$ cat src/rtl/ifu_prefetch_if.sv
// ifu_prefetch_if: instruction SRAM fetch bus plus decode-side instruction handshake
interface ifu_prefetch_if;
   logic        imem_req_o;
   logic [31:0] imem_addr_o;
   logic        imem_gnt_i;
   logic        imem_rvalid_i;
   logic [31:0] imem_rdata_i;
   logic        instr_valid_o;
   logic        instr_ready_i;
   logic [31:0] instr_o;
   logic [31:0] pc_o;
   modport master (
      output imem_req_o, imem_addr_o, instr_valid_o, instr_o, pc_o,
      input  imem_gnt_i, imem_rvalid_i, imem_rdata_i, instr_ready_i
   );
   modport slave (
      input  imem_req_o, imem_addr_o, instr_valid_o, instr_o, pc_o,
      output imem_gnt_i, imem_rvalid_i, imem_rdata_i, instr_ready_i
   );
endinterface

$ cat src/rtl/ifu_prefetch.sv
// ifu_prefetch: fetch PC, credit-limited SRAM requests, in-order instruction buffer and redirect flush
module ifu_prefetch #(
   parameter logic [31:0] RESET_PC   = 32'h0000_0000,
   parameter int          FIFO_DEPTH = 4
) (
   input  logic          clk,
   input  logic          rst_n,
   input  logic          redirect_i,
   input  logic [31:0]   redirect_pc_i,
   ifu_prefetch_if.master bus
);
   localparam int AW = $clog2(FIFO_DEPTH);
   localparam int CW = $clog2(FIFO_DEPTH + 1);
   logic [31:0]   fetch_pc_q, fetch_pc_d;
   logic [CW-1:0] out_q, out_d, disc_q, disc_d, cnt_q, cnt_d;
   logic [AW-1:0] pq_rd_q, pq_rd_d, pq_wr_q, pq_wr_d;
   logic [AW-1:0] df_rd_q, df_rd_d, df_wr_q, df_wr_d;
   logic [31:0]   pq_mem_q [FIFO_DEPTH];
   logic [31:0]   pq_mem_d [FIFO_DEPTH];
   logic [31:0]   df_instr_q [FIFO_DEPTH];
   logic [31:0]   df_instr_d [FIFO_DEPTH];
   logic [31:0]   df_pc_q [FIFO_DEPTH];
   logic [31:0]   df_pc_d [FIFO_DEPTH];
   logic [CW+1:0] used;
   logic          req, grant, drop, accept, deliver;

   // Credit check and per-cycle handshake qualifiers; a redirect voids every handshake
   always_comb begin
      used    = (CW+2)'(out_q) + (CW+2)'(disc_q) + (CW+2)'(cnt_q);
      req     = !redirect_i && (used < (CW+2)'(FIFO_DEPTH));
      grant   = req && bus.imem_gnt_i;
      drop    = bus.imem_rvalid_i && (disc_q != '0);
      accept  = bus.imem_rvalid_i && (disc_q == '0) && (out_q != '0);
      deliver = (cnt_q != '0) && !redirect_i && bus.instr_ready_i;
   end

   // Fetch PC, outstanding/discard counters and the queue of PCs awaiting their data
   always_comb begin
      fetch_pc_d = fetch_pc_q;
      out_d      = out_q;
      disc_d     = disc_q;
      pq_rd_d    = pq_rd_q;
      pq_wr_d    = pq_wr_q;
      pq_mem_d   = pq_mem_q;
      if (redirect_i) begin
         fetch_pc_d = redirect_pc_i & 32'hFFFF_FFFC;
         disc_d     = disc_q + out_q - CW'(drop || accept);
         out_d      = '0;
         pq_rd_d    = '0;
         pq_wr_d    = '0;
      end else begin
         if (grant) begin
            pq_mem_d[pq_wr_q] = fetch_pc_q;
            pq_wr_d           = pq_wr_q + AW'(1);
            fetch_pc_d        = fetch_pc_q + 32'd4;
         end
         if (accept) pq_rd_d = pq_rd_q + AW'(1);
         out_d  = out_q + CW'(grant) - CW'(accept);
         disc_d = disc_q - CW'(drop);
      end
   end

   // Instruction buffer: accepted responses paired with their PC, popped by decode
   always_comb begin
      cnt_d      = cnt_q;
      df_rd_d    = df_rd_q;
      df_wr_d    = df_wr_q;
      df_instr_d = df_instr_q;
      df_pc_d    = df_pc_q;
      if (redirect_i) begin
         cnt_d   = '0;
         df_rd_d = '0;
         df_wr_d = '0;
      end else begin
         if (accept) begin
            df_instr_d[df_wr_q] = bus.imem_rdata_i;
            df_pc_d[df_wr_q]    = pq_mem_q[pq_rd_q];
            df_wr_d             = df_wr_q + AW'(1);
         end
         if (deliver) df_rd_d = df_rd_q + AW'(1);
         cnt_d = cnt_q + CW'(accept) - CW'(deliver);
      end
   end

   // State registers, cleared asynchronously
   always_ff @(posedge clk or negedge rst_n) begin
      if (!rst_n) begin
         fetch_pc_q <= RESET_PC;
         out_q      <= '0;
         disc_q     <= '0;
         cnt_q      <= '0;
         pq_rd_q    <= '0;
         pq_wr_q    <= '0;
         df_rd_q    <= '0;
         df_wr_q    <= '0;
         pq_mem_q   <= '{default: '0};
         df_instr_q <= '{default: '0};
         df_pc_q    <= '{default: '0};
      end else begin
         fetch_pc_q <= fetch_pc_d;
         out_q      <= out_d;
         disc_q     <= disc_d;
         cnt_q      <= cnt_d;
         pq_rd_q    <= pq_rd_d;
         pq_wr_q    <= pq_wr_d;
         df_rd_q    <= df_rd_d;
         df_wr_q    <= df_wr_d;
         pq_mem_q   <= pq_mem_d;
         df_instr_q <= df_instr_d;
         df_pc_q    <= df_pc_d;
      end
   end

   assign bus.imem_req_o    = req && rst_n;
   assign bus.imem_addr_o   = fetch_pc_q;
   assign bus.instr_valid_o = (cnt_q != '0) && !redirect_i;
   assign bus.instr_o       = df_instr_q[df_rd_q];
   assign bus.pc_o          = df_pc_q[df_rd_q];
endmodule

$ cat src/flat_wrapper.sv
// flat-port wrapper written by rule: the top's interface ports become plain ports
module ifu_prefetch_flat 
#(
   parameter logic [31:0] RESET_PC   = 32'h0000_0000,
   parameter int          FIFO_DEPTH = 4
)
  (clk, rst_n, redirect_i, redirect_pc_i, bus_imem_req_o, bus_imem_addr_o, bus_instr_valid_o, bus_instr_o, bus_pc_o, bus_imem_gnt_i, bus_imem_rvalid_i, bus_imem_rdata_i, bus_instr_ready_i);
  ifu_prefetch_if bus_i ();
  input  logic clk;
  input  logic rst_n;
  input  logic redirect_i;
  input  logic [31:0] redirect_pc_i;
  output wire logic [$bits(bus_i.imem_req_o)-1:0] bus_imem_req_o;
  output wire logic [$bits(bus_i.imem_addr_o)-1:0] bus_imem_addr_o;
  output wire logic [$bits(bus_i.instr_valid_o)-1:0] bus_instr_valid_o;
  output wire logic [$bits(bus_i.instr_o)-1:0] bus_instr_o;
  output wire logic [$bits(bus_i.pc_o)-1:0] bus_pc_o;
  input wire logic [$bits(bus_i.imem_gnt_i)-1:0] bus_imem_gnt_i;
  input wire logic [$bits(bus_i.imem_rvalid_i)-1:0] bus_imem_rvalid_i;
  input wire logic [$bits(bus_i.imem_rdata_i)-1:0] bus_imem_rdata_i;
  input wire logic [$bits(bus_i.instr_ready_i)-1:0] bus_instr_ready_i;
  assign bus_imem_req_o = bus_i.imem_req_o;
  assign bus_imem_addr_o = bus_i.imem_addr_o;
  assign bus_instr_valid_o = bus_i.instr_valid_o;
  assign bus_instr_o = bus_i.instr_o;
  assign bus_pc_o = bus_i.pc_o;
  assign bus_i.imem_gnt_i = bus_imem_gnt_i;
  assign bus_i.imem_rvalid_i = bus_imem_rvalid_i;
  assign bus_i.imem_rdata_i = bus_imem_rdata_i;
  assign bus_i.instr_ready_i = bus_instr_ready_i;
  ifu_prefetch #(.RESET_PC(RESET_PC), .FIFO_DEPTH(FIFO_DEPTH)) u_core (.clk(clk), .rst_n(rst_n), .redirect_i(redirect_i), .redirect_pc_i(redirect_pc_i), .bus(bus_i));
endmodule
$ cat config.mk
export PLATFORM = sky130hd
export DESIGN_NAME = ifu_prefetch_flat
export DESIGN_NICKNAME = d
export VERILOG_FILES = /design/src/rtl/ifu_prefetch_if.sv /design/src/rtl/ifu_prefetch.sv /design/src/flat_wrapper.sv
export SDC_FILE = /design/constraint.sdc
export NUM_CORES = 1
export LEC_CHECK = 0
export CELL_PAD_IN_SITES_DETAIL_PLACEMENT = 0
export CELL_PAD_IN_SITES_GLOBAL_PLACEMENT = 1
export CORE_MARGIN = 2
export CORE_UTILIZATION = 30
export DETAILED_ROUTE_END_ITERATION = 10
export GPL_TIMING_DRIVEN = 0
export PLACE_DENSITY_LB_ADDON = 0.1
export SLEW_MARGIN = 20
export SYNTH_ARGS = -nofsm -noshare
export SYNTH_HDL_FRONTEND = slang
export SYNTH_SLANG_ARGS = --single-unit
$ cat constraint.sdc
create_clock -name clk -period 3.4 [get_ports clk]
set_input_delay 0.51 -clock clk [delete_from_list [all_inputs] [get_ports clk]]
set_output_delay 0.51 -clock clk [all_outputs]
set_load 0.005 [all_outputs]
==> results summary <==
The wire length after detailed routing is 48.2 mm. The chip height came out at 255 um. The number of violations reported at the end of detailed-routing iteration 0 is 444. The area of the core region is 61900 um2.

The total placed cells including tap cells came out at 2246. Leaving out fill and tap cells, the most frequent cell in the layout is sky130_fd_sc_hd__dfrtp_1. Dividing the detail-routed wire length by the instance count gives 20.5 um. The initial core utilization came out at 0.305. The clock sink total came out at 415. The actual slew at the worst max-slew pin came out at 0.959 ns. The share of layout cells above drive strength 1 is 0.418.

Summing all placed instances gives a cell area of 21700 um2. The clock passes through at most 3 buffers. The total number of H-tree levels came out at 2. The average via count per standard cell came out at 4.77. The type of element capturing the critical path is a primary output. The CTS tree is built. The layout overhead on the synthesized area is 24.8%. The run finished, with violations left. Setup repair after global routing could not meet its margin everywhere.

The clock insertion delay at the later pin of the skew report is 0.58 ns. The global placer's final weighted congestion is 0.732. The area of the mapped netlist came out at 18900 um2. The finished layout holds 2350 standard cells, fillers aside. The total number of vias is 11200.

The die extent in x came out at 255 um. The final number of setup-violating endpoints came out at 1. The detailed-router iteration count before antenna repair came out at 6. The headroom to the max-slew limit is 0.360.

Synthesis handed over a netlist of 1241 instances. The minimum period implied by the final worst setup slack is 3.43 ns. The number of warnings reported in the yosys synthesis log is 0. The clock transition at the registers of the reported paths came out at 0.06 ns.

In the finished design, the share of the clock period the worst path needs comes to 1.01. TritonCTS created 50 clock buffers. The arrival time at the worst endpoint is 2.92 ns. The maximum single-stage delay on the critical path is 0.42 ns. The worst setup path is of the reg -> out kind. The count of nets left with antenna violations after detail routing is 0.

The area of the die came out at 64900 um2. The switching share of total power came out at 0.283. The total routing resource utilization after global routing is 0.153. The final reports fail on negative setup slack. The slowest stage of the critical path is the sky130_fd_sc_hd__or4_4 cell. The library cells used most frequently in the layout, excluding fill and tap cells, are sky130_fd_sc_hd__dfrtp_1, sky130_fd_sc_hd__mux2_2, sky130_fd_sc_hd__clkdlybuf4s50_1. 168 I/O pins were placed. The pin count of the biggest net entering global routing came out at 92.

The per-instance average area after synthesis is 15.2 um2. STA classifies the critical path startpoint as a register. The number of antenna violations at the first check in global routing came out at 0. The filler cells instantiated in the layout total 5979. The final number of hold-violating endpoints is 0. The main flop type after synthesis is sky130_fd_sc_hd__dfrtp_1.

The maximum frequency from static timing analysis came out at 292 MHz. Global routing finished with a remaining overflow of 0. The total power density per cell area is 678 nW/um2. In this run the core area contains 91 standard-cell rows. The number of buffer cells added on primary ports is 160. The portion of synthesized cell area occupied by the leading cell type is 0.550. Walking the worst path, the cells encountered are ha_2 -> fa_2 -> xor2_1 -> ha_2 -> or4_4 -> a2111oi_4 -> buf_6 -> and2_4 -> buf_6. Along the worst path, the maximum fanout reaches 2. The leakage power came out at 10.8 nW.

The largest area contributor in the synthesized netlist is sky130_fd_sc_hd__dfrtp_1. The clock skew is 0.0106 ns. The number of max-cap violations is 0. The number of unique standard cell types used by synthesis came out at 50. The setup slack after layout is -0.0251 ns. Summed over all nets, the half-perimeter wirelength after detailed placement is 32.9 mm. The count of buffering cells on the critical path with inverters included is 2. The global-route wire length before repair is 75.1 mm. The final instance area came out at 23500 um2.

For this design the total switching power over the nets is 4.51 mW. The post-synthesis async set-or-reset flop share is 1.00. The total number of nets in the final design came out at 1570. The post-synthesis sequential element count is 415.

The cell family contributing the most delay on the critical path is adder cells. The number of pins with negative max-slew slack in the final report came out at 0. The share of total power dissipated in the clock network is 0.340. Of the synthesized area, sequential elements account for 0.550. The register share of total power came out at 0.397. The number of global-route vias before repair is 12000. The repair_antennas step left the layout with diodes totalling 0.

The required time of the worst setup path came out at 2.89 ns. The internal power of the cells totals 11.4 mW. The maximum ir drop on the vdd rail came out at 0.367 mV.

The tree is rooted in a sky130_fd_sc_hd__clkbuf_16. The relative contribution of combinational cells to total power is 0.264. In the post-synthesis netlist, the biggest area contributors are sky130_fd_sc_hd__dfrtp_1, sky130_fd_sc_hd__mux2_2, sky130_fd_sc_hd__mux4_2. The tightest min-delay check is of the in -> async type. The count of flip-flops with a built-in enable after synthesis came out at 0. The number of DRC violations after detailed routing is 0.
## logic make-up after synthesis
family,after synthesis,share of synthesized area
muxes,468,0.334
DFF,415,0.550
and+or+nand+nor,135,0.0362
buffers and inverters,116,0.0267
AOI/OAI and AO/OA,58,0.0234
adders and majority gates,27,0.0195
xor gates and xnor gates,21,0.00975
other,1,0.000199
## metrics by stage
| stage | setup TNS [ns] | util | hold slack [ns] | total power [mW] | setup WS [ns] |
|---|---|---|---|---|---|
| CTS | -0.230 | 0.380 | 0.297 | 16.3 | -0.210 |
| global route | -0.137 | 0.380 | 0.313 | 16.9 | -0.137 |
| detailed placement | -14.09 | 0.350 | 0.333 | 10.6 | -0.346 |
| global placement | -7194.82 | 0.348 | 0.481 | 10.5 | -17.35 |
| floorplan | 0 | - | 0.214 | 8.70 | 0.0950 |
| finish | -0.0251 | 0.380 | 0.330 | 16.0 | -0.0251 |
## per-layer routing
metal	global-route usage	up-vias	share of wire
li1	-	5066	-
met1	0.206	5881	0.46
met2	0.253	192	0.48
met3	0.0290	64	0.038
met4	0.0376	0	0.020
met5	0	-	0
## path summary, 6_finish.rpt
check	from	end	slack (ns)	depth (start not counted)
hold / removal	rst_n	u_core.df_instr_q[102]	0.33	2
setup reg to reg	u_core.disc_q[0]	u_core.out_q[1]	0.12	14
max in group asynchronous	rst_n	u_core.pq_mem_q[101]	1.62	5
min in group clk	redirect_i	u_core.bus.imem_addr_o[31]	0.33	3
setup / recovery	u_core.disc_q[0]	bus_imem_req_o	-0.03	9
hold reg to reg	u_core.df_pc_q[53]	u_core.df_pc_q[53]	0.50	1
## what timing repair did
action / in CTS / in global routing
gates resized for setup: 60 / 4
hold buffers: 1 / 0
hold endpoints to repair: 11 / 0
setup buffers: 9 / 2
setup endpoints to repair: 124 / 129
pin swaps: 5 / 3
## worst register-to-register path: stages, from the launching register on
cell	delay, ns
sky130_fd_sc_hd__dfrtp_1	0.40
sky130_fd_sc_hd__ha_2	0.21
sky130_fd_sc_hd__fa_2	0.33
sky130_fd_sc_hd__xor2_1	0.17
sky130_fd_sc_hd__ha_2	0.18
sky130_fd_sc_hd__or4_4	0.42
sky130_fd_sc_hd__a2111oi_4	0.24
sky130_fd_sc_hd__buf_4	0.19
sky130_fd_sc_hd__nand2_4	0.06
sky130_fd_sc_hd__inv_8	0.09
sky130_fd_sc_hd__buf_12	0.10
sky130_fd_sc_hd__ha_1	0.13
sky130_fd_sc_hd__inv_1	0.05
sky130_fd_sc_hd__fa_2	0.52
sky130_fd_sc_hd__nor2_1	0.04
## state kept, by name (all words and copies together), names as in the netlist
| name | count |
|---|---|
| u_core.pq_wr_q | 2 |
| u_core.df_wr_q | 2 |
| u_core.bus.imem_addr_o | 30 |
| u_core.pq_mem_q | 120 |
| u_core.cnt_q | 3 |
| u_core.df_rd_q | 2 |
| u_core.df_instr_q | 128 |
| u_core.pq_rd_q | 2 |
| u_core.df_pc_q | 120 |
| u_core.disc_q | 3 |
| u_core.out_q | 3 |
## layout make-up
| cell class | instances | area (um2) | share of cell area |
|---|---|---|---|
| Clock inverter | 12 | 139 | 0.00590 |
| Sequential cell | 415 | 10400 | 0.441 |
| Multi-Input combinational cell | 713 | 8020 | 0.341 |
| Clock buffer | 80 | 1540 | 0.0653 |
| Tap cell | 837 | 1050 | 0.0445 |
| Buffer | 89 | 469 | 0.0199 |
| Inverter | 27 | 109 | 0.00462 |
| Timing Repair Buffer | 177 | 1840 | 0.0781 |
## power groups by stage
stage | Sequential, mW | Clock, mW | Combinational (mW)
detailed placement | 6.42 | 0 | 4.15
CTS | 6.34 | 5.63 | 4.32
floorplan | 6.20 | 0 | 2.50
global placement | 6.42 | 0 | 4.07
global route | 6.46 | 5.83 | 4.62
finish | 6.33 | 5.42 | 4.21
## synth_stat cells, types with 3 or more instances
cell type and instances:
sky130_fd_sc_hd__ha_1 23, sky130_fd_sc_hd__or3_1 4, sky130_fd_sc_hd__mux2_2 372, sky130_fd_sc_hd__or4_1 7, sky130_fd_sc_hd__buf_2 37, sky130_fd_sc_hd__buf_4 4, sky130_fd_sc_hd__dfrtp_1 415, sky130_fd_sc_hd__nand3_1 14
sky130_fd_sc_hd__buf_1 14, sky130_fd_sc_hd__a21o_1 4, sky130_fd_sc_hd__mux4_2 92, sky130_fd_sc_hd__a22oi_1 4, sky130_fd_sc_hd__nor4_1 6, sky130_fd_sc_hd__o21ai_0 10, sky130_fd_sc_hd__o41ai_1 3, sky130_fd_sc_hd__o21bai_1 6
sky130_fd_sc_hd__o31ai_1 3, sky130_fd_sc_hd__a221o_1 5, sky130_fd_sc_hd__o211ai_1 6, sky130_fd_sc_hd__xnor2_1 11, sky130_fd_sc_hd__a21oi_1 7, sky130_fd_sc_hd__fa_1 4, sky130_fd_sc_hd__nor2_1 19, sky130_fd_sc_hd__nor2b_1 5
sky130_fd_sc_hd__xor2_1 10, sky130_fd_sc_hd__nand4_1 13, sky130_fd_sc_hd__clkbuf_1 33, sky130_fd_sc_hd__and3_1 8, sky130_fd_sc_hd__mux2i_1 4, sky130_fd_sc_hd__and2_1 3, sky130_fd_sc_hd__inv_1 26, sky130_fd_sc_hd__nand2_1 44
sky130_fd_sc_hd__nor3_1 6
No activity file was read; power rests on OpenSTA's default activity.
